## src/rtl/fractal_sync_cnt_local_rf_pkg.sv

```systemverilog
`default_nettype none
// ============================================================================
// Module      : fractal_sync_pkg
// Description : Shared types and helpers for the counting local barrier RF.
//               rsp_t is the per-port response flag bundle.
//               cnt_state_t is the per-register barrier state.
//               local_idx() maps a request id to its local register index.
// Revision    : 1.0 - initial release
// ============================================================================
package fractal_sync_pkg;

    // Per-port response flags. At most one of them is set.
    typedef struct packed {
        logic id_err;
        logic thr_err;
        logic ovf;
    } rsp_t;

    // Per-register barrier state. WAIT means a barrier is partially arrived.
    typedef enum logic [0:0] {
        ST_IDLE = 1'b0,
        ST_WAIT = 1'b1
    } cnt_state_t;

    // Bit 0 of the id is the level flag. It does not select a local register.
    function automatic int unsigned local_idx(input logic [31:0] id);
        return id >> 1;
    endfunction

endpackage : fractal_sync_pkg
`default_nettype wire

```

## src/rtl/fractal_sync_cnt_local_rf_if.sv

```systemverilog
`default_nettype none
// ============================================================================
// Module      : fractal_sync_cnt_local_rf_if
// Description : Request/response bundle of the counting local barrier RF.
//               req_*     : per-port arrival requests (valid, id, threshold)
//               rsp_*     : per-port registered responses
//               done_o    : per-register completion pulse
//               pending_o : per-register partially-arrived flag
//               master    : drives the requests. slave : the register file.
// Revision    : 1.0 - initial release
// ============================================================================
interface fractal_sync_cnt_local_rf_if #(
    parameter int unsigned N_REGS    = 4,
    parameter int unsigned ID_WIDTH  = 3,
    parameter int unsigned N_PORTS   = 4,
    parameter int unsigned CNT_WIDTH = 3
);
    logic [N_PORTS-1:0]                req_valid_i;
    logic [N_PORTS-1:0][ID_WIDTH-1:0]  req_id_i;
    logic [N_PORTS-1:0][CNT_WIDTH-1:0] req_thr_i;
    logic [N_PORTS-1:0]                rsp_valid_o;
    logic [N_PORTS-1:0]                rsp_id_err_o;
    logic [N_PORTS-1:0]                rsp_thr_err_o;
    logic [N_PORTS-1:0]                rsp_ovf_o;
    logic [N_REGS-1:0]                 done_o;
    logic [N_REGS-1:0]                 pending_o;

    modport master (
        output req_valid_i, req_id_i, req_thr_i,
        input  rsp_valid_o, rsp_id_err_o, rsp_thr_err_o, rsp_ovf_o,
        input  done_o, pending_o
    );

    modport slave (
        input  req_valid_i, req_id_i, req_thr_i,
        output rsp_valid_o, rsp_id_err_o, rsp_thr_err_o, rsp_ovf_o,
        output done_o, pending_o
    );
endinterface : fractal_sync_cnt_local_rf_if
`default_nettype wire

```

## src/rtl/fractal_sync_cnt_reg.sv

```systemverilog
`default_nettype none
// ============================================================================
// Module      : fractal_sync_cnt_reg
// Description : One counting barrier register (cnt / thr / pending state).
//               i_acc     : arrivals accepted for this register this cycle
//               i_thr_ref : threshold that governs this cycle's arrivals
//               o_done    : one-cycle completion pulse (registered)
//               o_pending : barrier partially arrived
//               o_cnt/o_thr : current count and latched threshold
// Revision    : 1.0 - initial release
// ============================================================================
module fractal_sync_cnt_reg
    import fractal_sync_pkg::*;
#(
    parameter int unsigned CNT_WIDTH = 3
) (
    input  wire logic                 clk,
    input  wire logic                 rst,
    input  wire logic [CNT_WIDTH-1:0] i_acc,
    input  wire logic [CNT_WIDTH-1:0] i_thr_ref,
    output logic                      o_done,
    output logic                      o_pending,
    output logic [CNT_WIDTH-1:0]      o_cnt,
    output logic [CNT_WIDTH-1:0]      o_thr
);

    cnt_state_t           r_state, w_state_nxt;
    logic [CNT_WIDTH-1:0] r_cnt,   w_cnt_nxt;
    logic [CNT_WIDTH-1:0] r_thr,   w_thr_nxt;
    logic                 r_done,  w_done_nxt;
    logic [CNT_WIDTH:0]   w_sum;

    always_ff @(posedge clk) begin
        if (rst) begin
            r_state <= ST_IDLE;
            r_cnt   <= '0;
            r_thr   <= '0;
            r_done  <= 1'b0;
        end else begin
            r_state <= w_state_nxt;
            r_cnt   <= w_cnt_nxt;
            r_thr   <= w_thr_nxt;
            r_done  <= w_done_nxt;
        end
    end

    // The sum is one bit wider so it can be compared exactly with thr_ref.
    always_comb begin
        w_state_nxt = r_state;
        w_cnt_nxt   = r_cnt;
        w_thr_nxt   = r_thr;
        w_done_nxt  = 1'b0;
        w_sum       = {1'b0, r_cnt} + {1'b0, i_acc};
        if (i_acc != '0) begin
            if (w_sum == {1'b0, i_thr_ref}) begin
                w_done_nxt  = 1'b1;
                w_state_nxt = ST_IDLE;
                w_cnt_nxt   = '0;
                w_thr_nxt   = '0;
            end else begin
                w_state_nxt = ST_WAIT;
                w_cnt_nxt   = w_sum[CNT_WIDTH-1:0];
                w_thr_nxt   = i_thr_ref;
            end
        end
    end

    assign o_done    = r_done;
    assign o_pending = (r_state == ST_WAIT);
    assign o_cnt     = r_cnt;
    assign o_thr     = r_thr;

endmodule : fractal_sync_cnt_reg
`default_nettype wire

```

## src/rtl/fractal_sync_cnt_local_rf.sv

```systemverilog
`default_nettype none
// ============================================================================
// Module      : fractal_sync_cnt_local_rf
// Description : Counting local barrier register file. N_PORTS request ports
//               arrive at N_REGS barrier registers. Each barrier completes
//               once its threshold of arrivals has been collected.
//               clk_i / rst_i : clock, synchronous active-high reset
//               bus           : requests in, per-port responses and
//                               per-register done/pending out
// Revision    : 1.0 - initial release
// ============================================================================
module fractal_sync_cnt_local_rf
    import fractal_sync_pkg::*;
#(
    parameter int unsigned N_REGS    = 4,
    parameter int unsigned ID_WIDTH  = 3,
    parameter int unsigned N_PORTS   = 4,
    parameter int unsigned CNT_WIDTH = 3
) (
    input  wire logic clk_i,
    input  wire logic rst_i,
    fractal_sync_cnt_local_rf_if.slave bus
);

    localparam int unsigned c_sel_w = (N_REGS > 1) ? $clog2(N_REGS) : 1;

    if (N_PORTS < 1) begin : g_ports_chk
        $error("N_PORTS must be at least 1");
    end
    if (CNT_WIDTH < $clog2(N_PORTS + 1)) begin : g_cnt_width_chk
        $error("CNT_WIDTH too narrow to count N_PORTS arrivals");
    end

    logic [CNT_WIDTH-1:0] w_cnt     [N_REGS];
    logic [CNT_WIDTH-1:0] w_thr     [N_REGS];
    logic [CNT_WIDTH-1:0] w_thr_ref [N_REGS];
    logic [CNT_WIDTH-1:0] w_acc     [N_REGS];
    logic [N_REGS-1:0]    w_done;
    logic [N_REGS-1:0]    w_pend;
    rsp_t                 w_rsp     [N_PORTS];
    rsp_t                 r_rsp     [N_PORTS];
    logic [N_PORTS-1:0]   r_rsp_valid;

    // Ports are walked in ascending order. An IDLE register takes its
    // reference threshold from the first port with a usable request. A WAIT
    // register keeps its latched threshold. Arrivals are accepted until the
    // remaining count runs out, and later arrivals overflow.
    always_comb begin
        int unsigned      v_idx;
        logic [c_sel_w-1:0] v_sel;
        v_idx = 0;
        v_sel = '0;
        for (int r = 0; r < N_REGS; r++) begin
            w_thr_ref[r] = w_pend[r] ? w_thr[r] : '0;
            w_acc[r]     = '0;
        end
        for (int p = 0; p < N_PORTS; p++) begin
            w_rsp[p] = '0;
            v_idx    = local_idx(32'(bus.req_id_i[p]));
            v_sel    = v_idx[c_sel_w-1:0];
            if (bus.req_valid_i[p]) begin
                if (v_idx >= N_REGS) begin
                    w_rsp[p].id_err = 1'b1;
                end else if (bus.req_thr_i[p] == '0) begin
                    w_rsp[p].thr_err = 1'b1;
                end else begin
                    // A latched threshold is never zero, so zero marks "unset".
                    if (w_thr_ref[v_sel] == '0) begin
                        w_thr_ref[v_sel] = bus.req_thr_i[p];
                    end
                    if (bus.req_thr_i[p] != w_thr_ref[v_sel]) begin
                        w_rsp[p].thr_err = 1'b1;
                    end else if (({1'b0, w_cnt[v_sel]} + {1'b0, w_acc[v_sel]})
                                 < {1'b0, w_thr_ref[v_sel]}) begin
                        w_acc[v_sel] = w_acc[v_sel] + 1'b1;
                    end else begin
                        w_rsp[p].ovf = 1'b1;
                    end
                end
            end
        end
    end

    for (genvar r = 0; r < N_REGS; r++) begin : g_reg
        fractal_sync_cnt_reg #(
            .CNT_WIDTH (CNT_WIDTH)
        ) u_reg (
            .clk       (clk_i),
            .rst       (rst_i),
            .i_acc     (w_acc[r]),
            .i_thr_ref (w_thr_ref[r]),
            .o_done    (w_done[r]),
            .o_pending (w_pend[r]),
            .o_cnt     (w_cnt[r]),
            .o_thr     (w_thr[r])
        );
    end

    always_ff @(posedge clk_i) begin
        if (rst_i) begin
            r_rsp_valid <= '0;
            for (int p = 0; p < N_PORTS; p++) begin
                r_rsp[p] <= '0;
            end
        end else begin
            r_rsp_valid <= bus.req_valid_i;
            for (int p = 0; p < N_PORTS; p++) begin
                r_rsp[p] <= w_rsp[p];
            end
        end
    end

    always_comb begin
        bus.rsp_id_err_o  = '0;
        bus.rsp_thr_err_o = '0;
        bus.rsp_ovf_o     = '0;
        for (int p = 0; p < N_PORTS; p++) begin
            bus.rsp_id_err_o[p]  = r_rsp[p].id_err;
            bus.rsp_thr_err_o[p] = r_rsp[p].thr_err;
            bus.rsp_ovf_o[p]     = r_rsp[p].ovf;
        end
    end

    assign bus.rsp_valid_o = r_rsp_valid;
    assign bus.done_o      = w_done;
    assign bus.pending_o   = w_pend;

endmodule : fractal_sync_cnt_local_rf
`default_nettype wire

```

## src/flat_wrapper.sv

```systemverilog
// flat-port wrapper written by rule: the top's interface ports become plain ports
module fractal_sync_cnt_local_rf_flat import fractal_sync_pkg::*;
#(
    parameter int unsigned N_REGS    = 4,
    parameter int unsigned ID_WIDTH  = 3,
    parameter int unsigned N_PORTS   = 4,
    parameter int unsigned CNT_WIDTH = 3
)
  (clk_i, rst_i, bus_req_valid_i, bus_req_id_i, bus_req_thr_i, bus_rsp_valid_o, bus_rsp_id_err_o, bus_rsp_thr_err_o, bus_rsp_ovf_o, bus_done_o, bus_pending_o);
  fractal_sync_cnt_local_rf_if #(.N_REGS(N_REGS), .ID_WIDTH(ID_WIDTH), .N_PORTS(N_PORTS), .CNT_WIDTH(CNT_WIDTH)) bus_i ();
  input  wire logic clk_i;
  input  wire logic rst_i;
  input wire logic [$bits(bus_i.req_valid_i)-1:0] bus_req_valid_i;
  input wire logic [$bits(bus_i.req_id_i)-1:0] bus_req_id_i;
  input wire logic [$bits(bus_i.req_thr_i)-1:0] bus_req_thr_i;
  output wire logic [$bits(bus_i.rsp_valid_o)-1:0] bus_rsp_valid_o;
  output wire logic [$bits(bus_i.rsp_id_err_o)-1:0] bus_rsp_id_err_o;
  output wire logic [$bits(bus_i.rsp_thr_err_o)-1:0] bus_rsp_thr_err_o;
  output wire logic [$bits(bus_i.rsp_ovf_o)-1:0] bus_rsp_ovf_o;
  output wire logic [$bits(bus_i.done_o)-1:0] bus_done_o;
  output wire logic [$bits(bus_i.pending_o)-1:0] bus_pending_o;
  assign bus_i.req_valid_i = bus_req_valid_i;
  assign bus_i.req_id_i = bus_req_id_i;
  assign bus_i.req_thr_i = bus_req_thr_i;
  assign bus_rsp_valid_o = bus_i.rsp_valid_o;
  assign bus_rsp_id_err_o = bus_i.rsp_id_err_o;
  assign bus_rsp_thr_err_o = bus_i.rsp_thr_err_o;
  assign bus_rsp_ovf_o = bus_i.rsp_ovf_o;
  assign bus_done_o = bus_i.done_o;
  assign bus_pending_o = bus_i.pending_o;
  fractal_sync_cnt_local_rf #(.N_REGS(N_REGS), .ID_WIDTH(ID_WIDTH), .N_PORTS(N_PORTS), .CNT_WIDTH(CNT_WIDTH)) u_core (.clk_i(clk_i), .rst_i(rst_i), .bus(bus_i));
endmodule
```

## config.mk

```make
export PLATFORM = sky130hd
export DESIGN_NAME = fractal_sync_cnt_local_rf_flat
export DESIGN_NICKNAME = d
export VERILOG_FILES = /design/src/rtl/fractal_sync_cnt_local_rf_pkg.sv /design/src/rtl/fractal_sync_cnt_local_rf_if.sv /design/src/rtl/fractal_sync_cnt_reg.sv /design/src/rtl/fractal_sync_cnt_local_rf.sv /design/src/flat_wrapper.sv
export SDC_FILE = /design/constraint.sdc
export NUM_CORES = 1
export LEC_CHECK = 0
export BUFFER_PORTS_ARGS = -buffer_cell sky130_fd_sc_hd__buf_2
export CORE_MARGIN = 2
export CORE_UTILIZATION = 50
export DETAILED_ROUTE_END_ITERATION = 8
export PLACE_DENSITY = 0.69
export SLEW_MARGIN = 10
export SYNTH_ARGS = -nofsm -noshare
export SYNTH_HDL_FRONTEND = slang
export SYNTH_SLANG_ARGS = --single-unit
```

## constraint.sdc

```tcl
create_clock -name clk_i -period 17.7 [get_ports clk_i]
set_input_delay 3.54 -clock clk_i [delete_from_list [all_inputs] [get_ports clk_i]]
set_output_delay 3.54 -clock clk_i [all_outputs]
set_load 0.005 [all_outputs]
```

* Yosys cells after proc, flatten, opt, wreduce, memory -nomap -nowiden *
Memories as Yosys holds them, arrays and structs flattened.
Index checks and enable logic that the tools add are counted.

operators by class
  add/subtract/negate cells = 12
  $lt $le $gt $ge = 16
  equal/unequal tests = 8
  muxes and demuxes = 170
  bitwise operators = 13
  reductions and logical operators = 20

operators by type and width
  kind                                                         count
  2-to-1 mux 12 bit                                            48
  2-to-1 mux 3 bit                                             56
  binary-select mux 3 bit (select 2 bit)                       16
  bitwise mux 12 bit                                           7
  2-to-1 mux 1 bit                                             35
  adder 3 x 3 -> 4 bit                                         8
  demux 3 bit (select 2 bit)                                   4
  logical NOT 3 bit                                            8
  equality test 4 x 3 -> 1 bit                                 4
  less-than comparator 4 x 3 -> 1 bit                          4
  adder 3 x 1 -> 3 bit (second input constant)                 4
  AND 12 bit                                                   1
  >= comparator 2 x 3 -> 1 bit (second input constant)         4
  >= comparator 3 bit (second input constant)                  4
  less-than comparator 3 x 1 -> 1 bit (second input constant)  4
  != test 3 bit                                                4
  NOT 2 -> 3 bit                                               4
  nonzero test 3 bit                                           4
  2-to-1 mux 2 bit                                             4
  OR reduction 2 bit                                           4
  logical AND 1 bit                                            4
  NOT 1 bit                                                    4
  OR 1 bit                                                     4

word-level totals
  flip-flop bits (word level) = 36
  bits in writable memories = 12
  logic and storage cells = 257
  memories kept = 1

memories
  name          words  width  read ports  clocked after memory_dff  wr ports  RTL line                         RTL
  u_core.r_rsp  4      3      4           0                         4         fractal_sync_cnt_local_rf.sv:41  rsp_t r_rsp [N_PORTS];

* Logic depth before layout (Yosys ltp) *
  depth after elaboration = 55
  mapped depth = 62

* Modules after synthesis *
A second synthesis with hierarchy kept.

second synthesis, totals
  cells, all modules = 682
  area, all modules = 5693.0 µm²

by module, submodules not included
  module                     times used  cells each  area an instance (µm²)
  fractal_sync_cnt_local_rf  1           506         3861.2
  fractal_sync_cnt_reg       4           44          457.9

* Worst setup path before layout *
Ideal clock, no wire load.

  path kind = input -> register
  start = in bus_req_id_i[2]
  end = reg u_core.g_reg[0].u_reg.r_thr[2]
  setup time = 117 ps
  data arrival time = 15751 ps
  required time = 17583 ps
  slack = 1832 ps
  stages = 57
  buffers on the path = 3
  path through = buf_2 -> buf_1 -> mux4_2 -> a21boi_0 -> ha_1 -> o41ai_1 -> and3_1 -> nand2_1 -> inv_1 -> ha_1 -> ha_1 -> ha_1 -> a21o_1 -> a21oi_1 -> nand3_1 -> o32ai_1 -> o211ai_1 -> clkbuf_1 -> (+21 left out) -> nor3_1 -> nand2_1 -> o21ai_0 -> and2_1 -> nand2_1 -> a21oi_1 -> a21oi_1 -> or4_4 -> mux2i_1 -> ha_1 -> inv_1 -> fa_1 -> nor2b_1 -> nand2_1 -> mux2_2 -> a2111o_1 -> nor3b_2 -> a22o_1

between the ends
  word-level cells in the longest chain between the ends = 55
  elaborated cells on any way between the ends = 126
  those cells by class = add/sub (9); order compare (7); eq/ne (5); mux (97); bitwise (2); reduce/logical (6)

ends and longest elaborated chain
  what                                                          RTL line                    RTL
  start, declared                                               flat_wrapper.sv:14          input wire logic [$bits(bus_i.req_id_i)-1:0] bus_req_id_i;
  branches (longest 55 deep; another with >= comparator 3 bit)  --
  end signal, assigned                                          fractal_sync_cnt_reg.sv:42  r_thr <= w_thr_nxt;
  end, declared                                                 fractal_sync_cnt_reg.sv:29  logic [CNT_WIDTH-1:0] r_thr, w_thr_nxt;

Several ways; the timed one is not identified. The select of a mux whose other input is x is not followed.
A chain may end at the register's enable or synchronous reset.

* Worst setup path after layout *
  start = in bus_req_id_i[2]
  end = reg u_core.g_reg[3].u_reg.r_thr[0]

between the ends
  word-level cells in the longest chain between the ends = 55
  elaborated cells on any way between the ends = 126
  those cells by class = add/sub (9); order compare (7); eq/ne (5); mux (97); bitwise (2); reduce/logical (6)

ends and longest elaborated chain
  what                                                          RTL line
  branches (longest 55 deep; another with >= comparator 3 bit)  --
  end signal, assigned                                          fractal_sync_cnt_reg.sv:42
  end, declared                                                 fractal_sync_cnt_reg.sv:29

Several ways; the timed one is not identified. The select of a mux whose other input is x is not followed.

==> key figures <==
Routing
  – Initial DRC Count: 773
  – Final ANT Viol Nets: 0
  – Total wire length: 22360 um
  – Via/cell ratio: 7.079
  – Pre-antenna DRT Iters: 8
  – Vias: 6534
  – DR DRC count: 0
  – Mean routed wirelength per cell: 24.23 um

STA
  – Hold WS: 0.5142 ns
  – Final period utilization: 94.59%
  – Fmax: 0.05973 GHz
  – Skew final: 0.009997 ns
  – Slew Limit Fails: 0
  – Minimum clock period: 16.74 ns
  – Final TNS setup: 0 ns
  – Setup Viol. Count Final: 0
  – Hold Fails Final Rpt: 0
  – Worst slew pin tran: 1.277 ns
  – Slew margin rel.: 14.12%
  – Unrepaired setup endpoints after global routing: no

Power and ir drop
  – Psw: 0.0001416 W
  – Power share of the sequential group: 30.0%
  – Combinational power share: 38.1%
  – Switching Share: 39.06%
  – Pwr/cell area: 55.88 nW/um^2
  – Lkg Pwr: 2.713 nW
  – Internal power: 0.0002210 W
  – Clock Power Share: 31.9%
  – VDD IR max: 0.03963 mV

Clock tree
  – Maximum clock path buffer count: 2
  – Num Clock Sinks: 44
  – CTS buffer count: 5
  – Clock root cell: clkbuf_16
  – Clk_lat worst skew: 0.31 ns
  – Post-CTS Setup Repair Bufs: 0
  – H-tree depth: 2
  – CTS tree: yes
  – Clock transition at the registers of the reported paths: 0.07 ns

Global routing
  – Vias in the first global route: 6298
  – GRT overflow: 0
  – First-pass GRT wire length: 34940 um
  – Initial antenna violation count: 0
  – Overall Global Routing Usage: 35.11%
  – Largest net degree at the start of global routing: 32

Logic synthesis
  – Synth cell types: 85
  – Syn. warnings: 0
  – FFs w/ async S/R, synth: 0%
  – #FFs+latches synth: 44
  – Register area share after synthesis: 14.70%
  – Post-synth EDFFs: 0
  – Post-synthesis instance total: 753
  – Main synth FF type: dfxtp_1
  – Synth Cell Area: 5992 um^2
  – Synth Area per Inst: 7.957 um^2

Worst setup path
  – CP max-delay cell: or4_1
  – Max FO, Critical Path: 17
  – CP Buf/Inv Count: 5
  – WS Path Type: input pin to flip-flop
  – Max stage delay on crit path: 0.65 ns
  – CP Data Arrival Time: 16.94 ns
  – Delay-heaviest family, CP: compound AO/OA/AOI/OAI gates
  – Crit end category: flip-flop
  – Critical path data required time: 17.90 ns
  – Crit path top cell by count: ha_1
  – Setup crit start kind: input pin

Cells and area
  – Ratio of cells with drive above 1 in the final layout: 17.05%
  – Nets: 844
  – Post-route insts no fill: 923
  – Design area: 6489 um^2
  – Area growth syn-to-layout: 8.290%
  – Antenna diodes: 0

Floorplan
  – Die area: 12880 um^2
  – Initial Utilization: 51.81%
  – Core area: 11560 um^2
  – Cell row count: 39
  – Num ports: 54
  – Die height: 113.5 um
  – Die X-Extent: 113.5 um

Placement
  – GPL Wtd Cong: 1.031
  – Placed insts: 915
  – Final HPWL DP: 17810 um
  – Port Buf Inserts: 45
  – Post-DP Area: 6294 um^2

Worst hold path
  – Worst hold path type: flip-flop to flip-flop

Flow run
  – MaxCap Viol Count: 0

Run status
  – Status: complete, no violations
Yosys cell counts (6+ instances only):
library cell / number / area [um^2]
nor2b_1: 17 / 106.4
buf_4: 12 / 90.09
nand2b_1: 18 / 112.6
o2111ai_1: 9 / 78.83
and2_1: 17 / 106.4
buf_2: 16 / 80.08
a21o_1: 13 / 97.59
or2_2: 10 / 62.56
o21ai_0: 28 / 140.1
xnor2_1: 14 / 122.6
a21oi_1: 45 / 225.2
dfxtp_1: 44 / 880.8
nand2_1: 71 / 266.5
a31oi_1: 12 / 75.07
or3_1: 6 / 37.54
mux4_2: 19 / 427.9
o32ai_1: 6 / 52.55
nand4_1: 12 / 75.07
nor4_1: 10 / 62.56
o211ai_1: 15 / 112.6
nor3_1: 17 / 85.08
nand3_1: 21 / 105.1
fa_1: 6 / 120.1
mux2_2: 12 / 135.1
nor2_1: 43 / 161.4
ha_1: 29 / 362.9
a21boi_0: 9 / 67.56
a22o_1: 18 / 157.7
xor2_1: 12 / 105.1
o31a_1: 6 / 52.55
mux2i_1: 15 / 150.1
o31ai_1: 6 / 45.04
inv_1: 32 / 120.1
clkbuf_1: 14 / 52.55
state kept, by name, indices dropped and copies added, names as in the netlist:
name,flops
u_core.g.u_reg.o_cnt,12
u_core.g.u_reg.o_done,4
u_core.bus.rsp_valid_o,4
u_core.g.u_reg.o_pending,4
u_core.g.u_reg.o_thr,12
u_core.r_rsp,8
worst min-delay path, cell delays in order (launching register included):
cell and delay [ns]:
dfxtp_1 0.34, nand2b_1 0.08, a21oi_1 0.06
metal layers:
| metal | part of all wire, % | GRT usage (%) |
|---|---|---|
| met5 | 0 | 0 |
| met4 | 5.1 | 18.46 |
| met3 | 9.7 | 7.917 |
| met2 | 44 | 54.13 |
| met1 | 41 | 46.04 |
kinds of logic after synthesis:
kind of cell	Yosys count	synth area share [%]
simple gates	272	24.14
compound gates	246	30.38
buf+inv	80	6.223
mux	49	12.63
flops	44	14.70
fa+ha+maj	35	8.060
xor+xnor	26	3.800
other cells	1	0.06258
layout by cell type, fill, tap and decap left out, types with 9 or more instances in the layout:
cell | synthesis | routed
a21boi_0 | 9 | 9
a21o_1 | 13 | 13
a21oi_1 | 45 | 45
a22o_1 | 18 | 18
a31oi_1 | 12 | 12
and2_1 | 17 | 17
buf_2 | 16 | 44
buf_4 | 12 | 18
dfxtp_1 | 44 | 44
ha_1 | 29 | 29
inv_1 | 32 | 32
mux2_2 | 12 | 12
mux2i_1 | 15 | 15
mux4_2 | 19 | 19
nand2_1 | 71 | 71
nand2b_1 | 18 | 18
nand3_1 | 21 | 21
nand4_1 | 12 | 12
nor2_1 | 43 | 43
nor2b_1 | 17 | 17
nor3_1 | 17 | 17
nor4_1 | 10 | 10
o2111ai_1 | 9 | 9
o211ai_1 | 15 | 15
o21ai_0 | 28 | 28
or2_2 | 10 | 10
xnor2_1 | 14 | 14
xor2_1 | 12 | 12
worst paths after layout:
path                                   startpoint                              to  slack (ns)  cells after the start
setup / recovery                  bus_req_id_i[2]  u_core.g_reg[3].u_reg.o_thr[0]        0.96                     59
hold / removal     u_core.g_reg[2].u_reg.o_thr[1]  u_core.g_reg[2].u_reg.o_thr[1]        0.51                      2
setup reg to reg  u_core.g_reg[3].u_reg.o_pending  u_core.g_reg[3].u_reg.o_thr[0]        3.80                     59
hold reg to reg    u_core.g_reg[2].u_reg.o_thr[1]  u_core.g_reg[2].u_reg.o_thr[1]        0.51                      2
power groups by stage:
stage | clock network, W | logic, W | registers (W)
final | 0.000116 | 0.000138 | 0.000109
after global routing | 0.000121 | 0.000149 | 0.000109
after CTS | 0.000116 | 0.000134 | 0.000108
after detailed placement | 0 | 0.000133 | 0.000111
after global placement | 0 | 0.000131 | 0.000110
after floorplan | 0 | 0.0000979 | 0.000107
timing repair:
| action | 4_1_cts | 5_1_grt |
|---|---|---|
| gates resized for setup | 0 | 5 |
| hold buffers | 0 | 0 |
| endpoints found under the setup margin | 0 | 22 |
metrics by stage:
| stage | total power [W] | util (%) | worst slack, ns |
|---|---|---|---|
| floorplan | 0.0002052 | - | 1.832 |
| global placement | 0.0002416 | 54.42 | 0.7493 |
| detailed placement | 0.0002441 | 54.42 | 0.5985 |
| CTS | 0.0003588 | 55.90 | 0.8547 |
| global route | 0.0003797 | 56.11 | 0.01582 |
| finish | 0.0003626 | 56.11 | 0.9568 |
final cells by class:
cell class	count	area, um^2
clock buffers	5	125.1
clock inverters	3	46.29
fillers	1117	5076
inverters	33	123.9
multi-input cells	632	4771
flip-flops and latches	44	880.8
well taps	143	178.9
repair buffers	63	362.8
(Power assumes the default switching activity.)
